$ cat config.mk
export PLATFORM = sky130hd
export DESIGN_NAME = seq_booth_multiplier
export DESIGN_NICKNAME = d
export VERILOG_FILES = /design/src/rtl/seq_mul_pkg.sv /design/src/rtl/booth_r4_enc.sv /design/src/rtl/seq_booth_multiplier.sv
export SDC_FILE = /design/constraint.sdc
export NUM_CORES = 1
export LEC_CHECK = 0
export CAP_MARGIN = 30
export CORE_MARGIN = 5
export CORE_UTILIZATION = 30
export DETAILED_ROUTE_END_ITERATION = 10
export GPL_TIMING_DRIVEN = 0
export PLACE_DENSITY_LB_ADDON = 0.15
export SETUP_SLACK_MARGIN = 0.2
export SLEW_MARGIN = 5
export SYNTH_ARGS = -nofsm -noshare
export SYNTH_HDL_FRONTEND = slang
export SYNTH_SLANG_ARGS = --single-unit
export TNS_END_PERCENT = 50
$ cat constraint.sdc
create_clock -name clk -period 8.4 [get_ports clk]
set_clock_uncertainty 0.1 [all_clocks]
set_input_delay 1.68 -clock clk [delete_from_list [all_inputs] [get_ports clk]]
set_output_delay 1.68 -clock clk [all_outputs]
set_load 0.1 [all_outputs]
$ cat src/rtl/seq_mul_pkg.sv
// -----------------------------------------------------------------------------
// seq_mul_pkg
//
// Shared definitions for the sequential radix-4 Booth multiplier:
//   - mul_state_e : control FSM states (IDLE / RUN / DONE)
//   - booth_sel_e : partial-product select codes produced by booth_r4_enc
//   - booth_steps : number of Booth steps K for a given operand width
//
// Optional feature macro used by the multiplier: SEQ_MUL_OVF_EN
// -----------------------------------------------------------------------------
package seq_mul_pkg;

    // Control FSM states.
    typedef enum logic [1:0] {
        IDLE = 2'd0,
        RUN  = 2'd1,
        DONE = 2'd2
    } mul_state_e;

    // Radix-4 Booth partial-product selections.
    typedef enum logic [2:0] {
        SEL_ZERO = 3'd0,
        SEL_POS1 = 3'd1,
        SEL_POS2 = 3'd2,
        SEL_NEG1 = 3'd3,
        SEL_NEG2 = 3'd4
    } booth_sel_e;

    // Operands are widened by two bits before recoding, so the recoded
    // multiplier is (width + 2) bits long and needs (width + 2) / 2 steps.
    function automatic int booth_steps(input int width);
        return width / 2 + 1;
    endfunction

endpackage : seq_mul_pkg

$ cat src/rtl/booth_r4_enc.sv
// -----------------------------------------------------------------------------
// booth_r4_enc
//
// Combinational radix-4 Booth recoder. Maps one overlapping multiplier
// triplet {b[2i+1], b[2i], b[2i-1]} to a partial-product selection.
//
// Ports:
//   triplet_i  in  3  multiplier bits {b[2i+1], b[2i], b[2i-1]}
//   sel_o      out 3  selection code (booth_sel_e value)
//   neg_o      out 1  1 when the selected multiple must be subtracted
// -----------------------------------------------------------------------------
module booth_r4_enc
    import seq_mul_pkg::*;
(
    input  logic [2:0] triplet_i,
    output logic [2:0] sel_o,
    output logic       neg_o
);

    always_comb begin
        sel_o = SEL_ZERO;
        unique case (triplet_i)
            3'b001, 3'b010: sel_o = SEL_POS1;
            3'b011:         sel_o = SEL_POS2;
            3'b100:         sel_o = SEL_NEG2;
            3'b101, 3'b110: sel_o = SEL_NEG1;
            default:        sel_o = SEL_ZERO;
        endcase
    end

    // Negative for 100/101/110; 111 is a plain zero, never a "negative zero".
    assign neg_o = triplet_i[2] & ~(&triplet_i);

endmodule : booth_r4_enc

$ cat src/rtl/seq_booth_multiplier.sv
// -----------------------------------------------------------------------------
// seq_booth_multiplier
//
// Multi-cycle radix-4 Booth multiplier with runtime signed/unsigned mode.
// Retires two multiplier bits per clock; the product is bit-exact to the
// full 2*WIDTH-bit signed or unsigned product of the latched operands.
//
// Parameters:
//   WIDTH      operand width (even, >= 4), default 32
//
// Ports:
//   clk        in   1          clock, rising edge
//   rst_n      in   1          asynchronous active-low reset
//   start      in   1          request, sampled only in IDLE
//   is_signed  in   1          1 = two's-complement operands, 0 = unsigned
//   a          in   WIDTH      multiplicand, latched on accepted start
//   b          in   WIDTH      multiplier, latched on accepted start
//   busy       out  1          high whenever the FSM is not in IDLE
//   done       out  1          one-cycle pulse when product becomes valid
//   product    out  2*WIDTH    result register, held until the next result
//   ovf        out  1          (only with SEQ_MUL_OVF_EN) product does not
//                              fit in WIDTH bits for the latched mode
//
// Optional feature macro: SEQ_MUL_OVF_EN (adds the ovf output and its logic).
//
// Timing: start accepted at edge T -> product/done update at edge T+K with
// K = WIDTH/2 + 1; busy falls at edge T+K+1.
// -----------------------------------------------------------------------------
module seq_booth_multiplier
    import seq_mul_pkg::*;
#(
    parameter int WIDTH = 32
) (
    input  logic               clk,
    input  logic               rst_n,
    input  logic               start,
    input  logic               is_signed,
    input  logic [WIDTH-1:0]   a,
    input  logic [WIDTH-1:0]   b,
    output logic               busy,
    output logic               done,
`ifdef SEQ_MUL_OVF_EN
    output logic [2*WIDTH-1:0] product,
    output logic               ovf
`else
    output logic [2*WIDTH-1:0] product
`endif
);

    // Extended operand width and accumulator width.
    localparam int EXT_W = WIDTH + 2;
    localparam int ACC_W = 2 * EXT_W;
    localparam int K     = booth_steps(WIDTH);
    localparam int CNT_W = $clog2(K);

    if ((WIDTH % 2) != 0 || WIDTH < 4) begin : g_width_check
        $error("seq_booth_multiplier: WIDTH must be even and >= 4");
    end

    // Two extra bits make the unsigned case exact: a zero-extended operand
    // is non-negative as a signed (WIDTH+2)-bit value, and the step count
    // is the same in both modes.
    function automatic logic [EXT_W-1:0] extend(input logic [WIDTH-1:0] x,
                                               input logic             s);
        return {{2{s & x[WIDTH-1]}}, x};
    endfunction

`ifdef SEQ_MUL_OVF_EN
    // Upper half carries information beyond what the lower half represents.
    function automatic logic ovf_of(input logic [2*WIDTH-1:0] p,
                                    input logic               s);
        if (s) begin
            return p[2*WIDTH-1:WIDTH] != {WIDTH{p[WIDTH-1]}};
        end
        return |p[2*WIDTH-1:WIDTH];
    endfunction
`endif

    // -------------------------------------------------------------------------
    // State
    // -------------------------------------------------------------------------
    mul_state_e           state_q,   state_d;
    logic [EXT_W-1:0]     mcand_q,   mcand_d;    // extended multiplicand
    // Accumulator: upper EXT_W bits hold the running partial sum, lower
    // EXT_W bits start as the extended multiplier and are shifted out two
    // bits per step as product bits shift in from above.
    logic [ACC_W-1:0]     acc_q,     acc_d;
    logic                 prev_q,    prev_d;     // b[2i-1] for the next triplet
    logic [CNT_W-1:0]     step_q,    step_d;
    logic [2*WIDTH-1:0]   product_q, product_d;
`ifdef SEQ_MUL_OVF_EN
    logic                 signed_q,  signed_d;
    logic                 ovf_q,     ovf_d;
`endif

    // -------------------------------------------------------------------------
    // Booth step datapath
    // -------------------------------------------------------------------------
    logic [2:0]           triplet;
    logic [2:0]           sel;
    logic                 neg;
    logic [EXT_W+1:0]     mag;       // |selected multiple|, two guard bits
    logic [EXT_W+1:0]     addend;
    logic [EXT_W+1:0]     hi_wide;
    logic [EXT_W+1:0]     sum;
    logic [ACC_W-1:0]     acc_step;
    logic                 last_step;

    assign triplet = {acc_q[1:0], prev_q};

    booth_r4_enc u_enc (
        .triplet_i (triplet),
        .sel_o     (sel),
        .neg_o     (neg)
    );

    always_comb begin
        mag = '0;
        unique case (sel)
            SEL_POS1, SEL_NEG1: mag = {{2{mcand_q[EXT_W-1]}}, mcand_q};
            SEL_POS2, SEL_NEG2: mag = {mcand_q[EXT_W-1], mcand_q, 1'b0};
            default:            mag = '0;
        endcase
    end

    assign addend  = neg ? (~mag + 1'b1) : mag;
    // The partial sum plus +/-2A can exceed EXT_W bits before the shift, so
    // the add is done two bits wider; keeping the whole sum and dropping two
    // low bits of the accumulator is exactly the arithmetic shift by 2.
    assign hi_wide  = {{2{acc_q[ACC_W-1]}}, acc_q[ACC_W-1:EXT_W]};
    assign sum      = hi_wide + addend;
    assign acc_step = {sum, acc_q[EXT_W-1:2]};

    assign last_step = (step_q == CNT_W'(K - 1));

    // -------------------------------------------------------------------------
    // Next-state logic
    // -------------------------------------------------------------------------
    always_comb begin
        state_d   = state_q;
        mcand_d   = mcand_q;
        acc_d     = acc_q;
        prev_d    = prev_q;
        step_d    = step_q;
        product_d = product_q;
`ifdef SEQ_MUL_OVF_EN
        signed_d  = signed_q;
        ovf_d     = ovf_q;
`endif
        unique case (state_q)
            IDLE: begin
                if (start) begin
                    state_d  = RUN;
                    mcand_d  = extend(a, is_signed);
                    acc_d    = {{EXT_W{1'b0}}, extend(b, is_signed)};
                    prev_d   = 1'b0;
                    step_d   = '0;
`ifdef SEQ_MUL_OVF_EN
                    signed_d = is_signed;
`endif
                end
            end
            RUN: begin
                acc_d  = acc_step;
                prev_d = acc_q[1];
                step_d = step_q + 1'b1;
                if (last_step) begin
                    state_d   = DONE;
                    product_d = acc_step[2*WIDTH-1:0];
`ifdef SEQ_MUL_OVF_EN
                    ovf_d     = ovf_of(acc_step[2*WIDTH-1:0], signed_q);
`endif
                end
            end
            DONE: begin
                state_d = IDLE;
            end
            default: begin
                state_d = IDLE;
            end
        endcase
    end

    // -------------------------------------------------------------------------
    // Registers
    // -------------------------------------------------------------------------
    always_ff @(posedge clk or negedge rst_n) begin
        if (!rst_n) begin
            state_q   <= IDLE;
            mcand_q   <= '0;
            acc_q     <= '0;
            prev_q    <= 1'b0;
            step_q    <= '0;
            product_q <= '0;
`ifdef SEQ_MUL_OVF_EN
            signed_q  <= 1'b0;
            ovf_q     <= 1'b0;
`endif
        end else begin
            state_q   <= state_d;
            mcand_q   <= mcand_d;
            acc_q     <= acc_d;
            prev_q    <= prev_d;
            step_q    <= step_d;
            product_q <= product_d;
`ifdef SEQ_MUL_OVF_EN
            signed_q  <= signed_d;
            ovf_q     <= ovf_d;
`endif
        end
    end

    // -------------------------------------------------------------------------
    // Outputs
    // -------------------------------------------------------------------------
    assign busy    = (state_q != IDLE);
    assign done    = (state_q == DONE);
    assign product = product_q;
`ifdef SEQ_MUL_OVF_EN
    assign ovf     = ovf_q;
`endif

endmodule : seq_booth_multiplier

==> impl_metrics.yaml, run 1 <==
drt:
  num_vias: 10800
  routedWlPerCell_um: 19.6
  final_antenna_net_count: 0
  wl_um: 39700
  drt_pass1_iterations: 5
  drtIter0Drc: 769
  viasPerCell: 5.33
  drc: 0
floorplanning:
  floorplan.rows: 70
  die_width_um: 203
  start_util: 0.304
  ioPinCount: 134
  die_h_um: 203
  coreArea_mm2: 0.0366
  dieArea_mm2: 0.0411
job:
  drv_cap: 0
sta:
  period_needed_ns: 7.12
  fmax_mhz: 141
  worst_slew_pin_slew_ns: 1.04
  maxSlewHeadroom: 0.304
  hold_slack_ns: 0.373
  finalHoldViolCount: 0
  rsz0062_at_grt: "false"
  fin_crit_sh: 0.847
  setup_violations: 0
  slew_violations: 0
  finalSetupTns_ns: 0
synth:
  synth.most_common_cell: "nand2_1"
  synth_area_leader_cell: "dfrtp_1"
  netlist.area_leader.share: 0.388
  synth_edf_count: 0
  syn_area_mm2: 0.0111
  synth_ff_type: "dfrtp_1"
  synthDistinctLibCells: 67
  ys_top_cells_by_area: "dfrtp_1, nand2_1, o21ai_0, ha_1, a21oi_1"
  netlist_top_cells_count: "nand2_1, dfrtp_1, o21ai_0, a21oi_1, clkbuf_1"
  syn_nets: 1493
  avgSynthCellArea_um2: 8.04
  synth_seq_cells: 173
  synthCells: 1386
  ys_async_sr_fraction: 1.00
  ys_warn_count: 0
  ys_seq_area_frac: 0.388
worst_setup_path:
  endpoint_kind: "flip-flop"
  crit_type: "reg -> reg"
  crit_slowest_cell: "nor4_4"
  reg2reg_slack_ns: 1.28
  critPathLaunchType: "flip-flop"
  crit_arrival_ns: 7.40
  cp_common_cell: "buf_6"
  required_ns: 8.68
  path_max_fanout: 10
  max_stage_delay_ns: 0.56
cells_and_area:
  layout.area.seq_mm2: 0.00433
  final_area_mm2: 0.0138
  multi_input_area_mm2: 0.00625
  drive_gt1_frac: 0.0546
  fill_cells: 3843
  area_delta_synth_final_pct: 24.1
  nets: 1651
  diodes: 0
place:
  dpl_cell_area_mm2: 0.0132
  dpl.hpwl_um: 29100
  place.gp.congestion: 0.916
  numPortBuffers: 133
clock_network:
  clock_latency_ns: 0.46
  clk_pin_slew_ns: 0.08
  cts_setup_buffers: 0
  tritoncts: "built"
  cts-root-buf: "clkbuf_16"
  cts_buffer_depth: 2
  htree_levels: 4
  cts_resized: 0
  clock_sinks: 173
  ctsHoldBuffers: 0
  cts-buffers-inserted: 17
global_route:
  overflow: 0
  antenna_found_initial: 1
  grt_pass1_vias: 10800
  grt_max_degree: 102
  grt_pass1_wl_um: 62400
  track_usage: 0.192
min_path:
  hold_path_class: "reg -> reg"
run_status:
  outcome: "finished, final reports clean"
[cells in the final DEF, fill, tap and decap left out, types with 17 or more instances in the layout]
cell type	netlist	layout
nand2_1	356	356
dfrtp_1	173	173
o21ai_0	147	147
clkdlybuf4s50_1	0	132
a21oi_1	92	92
clkbuf_1	65	66
xnor2_1	50	50
nor2_1	50	50
nand3_1	50	50
xor2_1	38	38
ha_1	38	38
a22oi_1	33	33
inv_1	26	26
o221ai_1	17	17
clkbuf_16	0	17
[per-layer routing]
| layer | routed length (um) | GRT usage | part of all wire | up-vias |
|---|---|---|---|---|
| met5 | 13 | 0 | 0.00033 | - |
| met4 | 1400 | 0.0766 | 0.035 | 2 |
| met3 | 2150 | 0.0430 | 0.054 | 70 |
| met2 | 17700 | 0.294 | 0.45 | 321 |
| met1 | 18400 | 0.263 | 0.46 | 5198 |
| li1 | - | - | - | 5195 |
[kinds of logic after synthesis]
logic type | synth area share
xor gates and xnor gates | 0.0691
buffers and inverters | 0.0511
AOI/OAI and AO/OA | 0.235
adders and majority gates | 0.0444
and+or+nand+nor | 0.212
DFF | 0.388
[final cells by class]
| type | instances | area share |
|---|---|---|
| multi-input cells | 1084 | 0.452 |
| flip-flops and latches | 173 | 0.313 |
| repair buffers | 139 | 0.109 |
| well taps | 468 | 0.0423 |
| plain buffers | 100 | 0.0331 |
| clock buffers | 19 | 0.0320 |
| clock inverters | 13 | 0.0108 |
| inverters | 29 | 0.00805 |
[metrics by stage]
step | utilization | setup WS (ns) | std cells
floorplan | - | 2.96 | 1386
global placement | 0.357 | -2.35 | 1987
detailed placement | 0.360 | 1.51 | 1991
CTS | 0.376 | 1.41 | 2023
global route | 0.378 | 0.897 | 2025
finish | 0.378 | 1.28 | 2025
[path summary, 6_finish.rpt]
kind,start,end,cells after the start
worst max-delay path,acc_q[0],acc_q[67],27
worst min-delay path,product[8],product[8],2
worst max register to register,acc_q[0],acc_q[67],27
worst min register to register,product[8],product[8],2
max in group asynchronous,rst_n,acc_q[24],2
min in group asynchronous,rst_n,product[49],1
[critical path: cells and delay by family (launching register included)]
family | cells | cell delay [ns]
AOI/OAI and AO/OA | 11 | 2.54
xor gates and xnor gates | 2 | 0.33
adders and majority gates | 2 | 0.67
buffers and inverters | 6 | 1.11
DFF | 1 | 0.45
and+or+nand+nor | 6 | 1.82
[sequential cells by signal, indices dropped and copies added (netlist names)]
register,cells
prev_q,1
state_q,2
acc_q,68
mcand_q,33
product,64
step_q,5
Power of run 1 is not shown: default switching activity piles up to over one toggle a cycle in this logic, so the estimate is an artifact.
==> run 2: changes to the inputs <==
==> constraint.sdc (replaced) <==
create_clock -name clk -period 6 [get_ports clk]
set_clock_uncertainty 0.1 [all_clocks]
set_input_delay 1.2 -clock clk [delete_from_list [all_inputs] [get_ports clk]]
set_output_delay 1.2 -clock clk [all_outputs]
set_load 0.1 [all_outputs]
==> impl_metrics.yaml, run 2 (synthesis results as in run 1) <==
run_status:
  outcome: "finished, final reports clean"
clock_network:
  clock_sinks: 173
  cts-root-buf: "clkbuf_16"
  cts_buffer_depth: 2
  ctsHoldBuffers: 0
  tritoncts: "built"
  htree_levels: 4
  clock_latency_ns: 0.46
  clk_pin_slew_ns: 0.08
  cts-buffers-inserted: 17
worst_setup_path:
  crit_type: "reg -> reg"
  path_max_fanout: 10
  cp_common_cell: "buf_4"
  crit_slowest_cell: "a2111o_1"
  crit_arrival_ns: 5.80
  max_stage_delay_ns: 0.44
  critPathLaunchType: "flip-flop"
  required_ns: 6.22
  endpoint_kind: "flip-flop"
sta:
  maxSlewHeadroom: 0.304
  slew_violations: 0
  worst_slew_pin_slew_ns: 1.04
  fmax_mhz: 179
  period_needed_ns: 5.58
  finalSetupTns_ns: 0
  setup_violations: 0
  rsz0062_at_grt: "false"
  fin_crit_sh: 0.930
  finalHoldViolCount: 0
floorplanning:
  start_util: 0.304
  ioPinCount: 134
  floorplan.rows: 70
  die_h_um: 203
  die_width_um: 203
  dieArea_mm2: 0.0411
  coreArea_mm2: 0.0366
place:
  placed_cells: 1991
  numPortBuffers: 133
  dpl.hpwl_um: 29100
  place.gp.congestion: 0.916
drt:
  drc: 0
  final_antenna_net_count: 0
  drt_pass1_iterations: 5
  wl_um: 40100
  drtIter0Drc: 826
  num_vias: 11000
  routedWlPerCell_um: 19.6
  viasPerCell: 5.35
global_route:
  met1_usage: 0.264
  grt_pass1_wl_um: 62800
  overflow: 0
  grt_max_degree: 102
  track_usage: 0.193
  use_met3: 0.0422
  antenna_found_initial: 2
  grt_pass1_vias: 10900
  grt.busiest_layer: "met2"
  met2_usage: 0.298
cells_and_area:
  drive_gt1_frac: 0.0955
  layout_common_cells: "nand2_1, dfrtp_1, o21ai_0, clkdlybuf4s50_1, a21oi_1"
  largest_reg_flops: 68
  multi_input_area_mm2: 0.00645
  nets: 1675
  final_cells: 2049
  top_register: "acc_q"
  fill_cells: 3827
  area_delta_synth_final_pct: 28.1
  diodes: 0
  layout.area.seq_mm2: 0.00433
  final_common_cell: "nand2_1"
min_path:
  hold_path_class: "reg -> reg"
job:
  drv_cap: 0
run 2: cell types whose count changed in the layout (fill, tap and decap cells not counted), sizes merged:
cell	change
buf	+26
clkbuf	-2
run 2: layout make-up:
| cell class | count | area share |
|---|---|---|
| plain buffers | 99 | 0.0364 |
| clock buffers | 19 | 0.0310 |
| clock inverters | 13 | 0.0104 |
| inverters | 29 | 0.00780 |
| multi-input cells | 1084 | 0.451 |
| flip-flops and latches | 173 | 0.303 |
| well taps | 468 | 0.0410 |
| repair buffers | 164 | 0.119 |
run 2: path summary, 6_finish.rpt:
path	cells past startpoint	startpoint	to	slack [ns]
max	25	prev_q	acc_q[53]	0.42
min	2	product[8]	product[8]	0.37
max reg2reg	25	prev_q	acc_q[53]	0.42
min reg2reg	2	product[8]	product[8]	0.37
max in group asynchronous	2	rst_n	acc_q[24]	4.25
min in group asynchronous	1	rst_n	product[49]	0.58
run 2: repair_timing:
action / in CTS / in global routing
resized for setup: 28 / 58
setup buffers: 10 / 14
setup endpoints to repair: 42 / 29
gates cloned: 0 / 1
pin swaps: 10 / 23
run 2: routing by layer:
layer | vias up | share of wire
met2 | 348 | 0.45
met5 | - | 0.00067
li1 | 5244 | -
met4 | 4 | 0.033
met3 | 73 | 0.054
met1 | 5290 | 0.46
run 2: through the flow:
step                 util  setup slack (ns)  area [um2]  hold WS, ns
finish              0.390             0.420       14300        0.373
detailed placement  0.360            -0.893       13200        0.361
global placement    0.357             -4.27       13100        0.359
global route        0.390             0.197       14300        0.411
CTS                 0.381             0.164       13900        0.382
floorplan               -             0.560       11100        0.350
run 2: critical path, delay by kind of cell (launching register included):
family | cells | cell delay (ns)
AO/OA/AOI/OAI | 8 | 1.80
buffers and inverters | 6 | 1.13
adder cells (fa/ha/maj) | 2 | 0.48
AND/OR/NAND/NOR | 7 | 1.26
flip-flops | 1 | 0.41
XOR/XNOR | 2 | 0.24
Power of run 2 is left out for the same reason.
==> run 3: changes to the inputs <==
--- a/config.mk
+++ b/config.mk
@@ -9,7 +9,6 @@
 export CORE_MARGIN = 5
 export CORE_UTILIZATION = 30
 export DETAILED_ROUTE_END_ITERATION = 10
-export GPL_TIMING_DRIVEN = 0
 export PLACE_DENSITY_LB_ADDON = 0.15
 export SETUP_SLACK_MARGIN = 0.2
 export SLEW_MARGIN = 5
==> constraint.sdc (replaced) <==
create_clock -name clk -period 6 [get_ports clk]
set_clock_uncertainty 0.1 [all_clocks]
set_input_delay 0.9 -clock clk [delete_from_list [all_inputs] [get_ports clk]]
set_output_delay 0.9 -clock clk [all_outputs]
set_load 0.1 [all_outputs]
==> impl_metrics.yaml, run 3 (synthesis results as in run 1) <==
place:
  numPortBuffers: 133
  place.gp.congestion: 0.853
  dpl.hpwl_um: 24700
sta:
  slew_violations: 0
  period_needed_ns: 5.41
  fmax_mhz: 185
  setup_violations: 0
  fin_crit_sh: 0.901
  maxSlewHeadroom: 0.312
  rsz0062_at_grt: "false"
  finalSetupTns_ns: 0
  worst_slew_pin_slew_ns: 1.03
  finalHoldViolCount: 0
clock_network:
  tritoncts: "built"
  ctsHoldBuffers: 0
  cts-root-buf: "clkbuf_16"
  clk_pin_slew_ns: 0.08
  clock_sinks: 173
  cts_buffer_depth: 2
  clock_latency_ns: 0.45
  htree_levels: 4
  cts-buffers-inserted: 17
worst_setup_path:
  endpoint_kind: "flip-flop"
  crit_buf_inv: 1
  crit_slowest_cell: "dfrtp_4"
  path_delay_family: "simple AND/OR/NAND/NOR gates"
  required_ns: 6.20
  crit_type: "reg -> reg"
  crit_arrival_ns: 5.61
  max_stage_delay_ns: 0.59
  critPathLaunchType: "flip-flop"
  path_cells: "buf_4 > and2_1 > o21ai_1 > a21oi_1 > a221o_1 > nor4_4 > nand4_1 > nand3b_4 > nor2_1 > xnor2_1 > a221o_1 > ha_1 > and4_1 > and4_1 > nand4_1 > o2111ai_1 > o21ai_1 > o21ai_0 > a21oi_1 > a21oi_1 > xor2_1 > o21ai_1"
  path_max_fanout: 28
drt:
  drtIter0Drc: 642
  final_antenna_net_count: 0
  drc: 0
  num_vias: 10200
  routedWlPerCell_um: 17.7
  drt_pass1_iterations: 5
  viasPerCell: 5.17
  wl_um: 34900
global_route:
  antenna_found_initial: 1
  grt_pass1_wl_um: 56000
  grt_pass1_vias: 9926
  track_usage: 0.169
  overflow: 0
  grt_max_degree: 100
cells_and_area:
  area_delta_synth_final_pct: 23.4
  layout_common_cells: "nand2_1, dfrtp_1, o21ai_0, clkdlybuf4s50_1, a21oi_1"
  drive_gt1_frac: 0.0748
  final_common_cell: "nand2_1"
  top_register: "acc_q"
  multi_input_area_mm2: 0.00630
  nets: 1592
  largest_reg_flops: 68
  diodes: 0
  layout.area.seq_mm2: 0.00433
  fill_cells: 3826
floorplanning:
  die_h_um: 203
  dieArea_mm2: 0.0411
  die_width_um: 203
  coreArea_mm2: 0.0366
  ioPinCount: 134
  start_util: 0.304
  floorplan.rows: 70
run_status:
  outcome: "finished, final reports clean"
min_path:
  hold_path_class: "reg -> reg"
job:
  drv_cap: 0
-- run 3: layout make-up --
cell class | instances | share of cell area
Sequential cell | 173 | 0.315
Inverter | 29 | 0.00809
Multi-Input combinational cell | 1084 | 0.458
Clock buffer | 17 | 0.0309
Timing Repair Buffer | 180 | 0.133
Tap cell | 468 | 0.0426
Clock inverter | 15 | 0.0128
-- run 3: path summary, 6_finish.rpt --
check / from / to / slack (ns) / cells after the start
worst max-delay path: acc_q[0] / acc_q[67] / 0.59 / 22
worst min-delay path: product[6] / product[6] / 0.37 / 2
worst max register to register: acc_q[0] / acc_q[67] / 0.59 / 22
worst min register to register: product[6] / product[6] / 0.37 / 2
max in group asynchronous: rst_n / acc_q[0] / 4.34 / 2
min in group asynchronous: rst_n / product[49] / 0.39 / 1
-- run 3: timing repair --
action / 4_1_cts / 5_1_grt
endpoints found under the setup margin: 0 / 8
resized for setup: 0 / 7
setup buffers: 0 / 0
-- run 3: metrics by stage --
step                      instances  setup slack, ns   util  area [um2]  hold slack, ns
after CTS                      1962            0.509  0.372       13600           0.382
after global placement         1927            0.588  0.354       12900           0.358
after detailed placement       1930            0.539  0.356       13000           0.362
after global routing           1966            0.219  0.376       13800           0.402
final                          1966            0.591  0.376       13800           0.375
after floorplan                1386            0.560      -       11100           0.350
-- run 3: worst reg2reg max path: cells and delay by family (launching register included) --
family                   cells  cell delay (ns)
AO/OA/AOI/OAI               10             1.78
XOR/XNOR                     2             0.23
adder cells (fa/ha/maj)      1             0.38
buffers and inverters        1             0.27
flip-flops                   1             0.59
AND/OR/NAND/NOR              8             1.92
-- run 3: per-layer routing --
layer  up-vias  part of all wire  track usage
met2       237              0.47        0.273
li1       5067                 -            -
met3        26             0.061       0.0447
met4         2             0.014       0.0412
met1      4837              0.45        0.225
met5         -           0.00037            0
Power of run 3 is left out for the same reason.
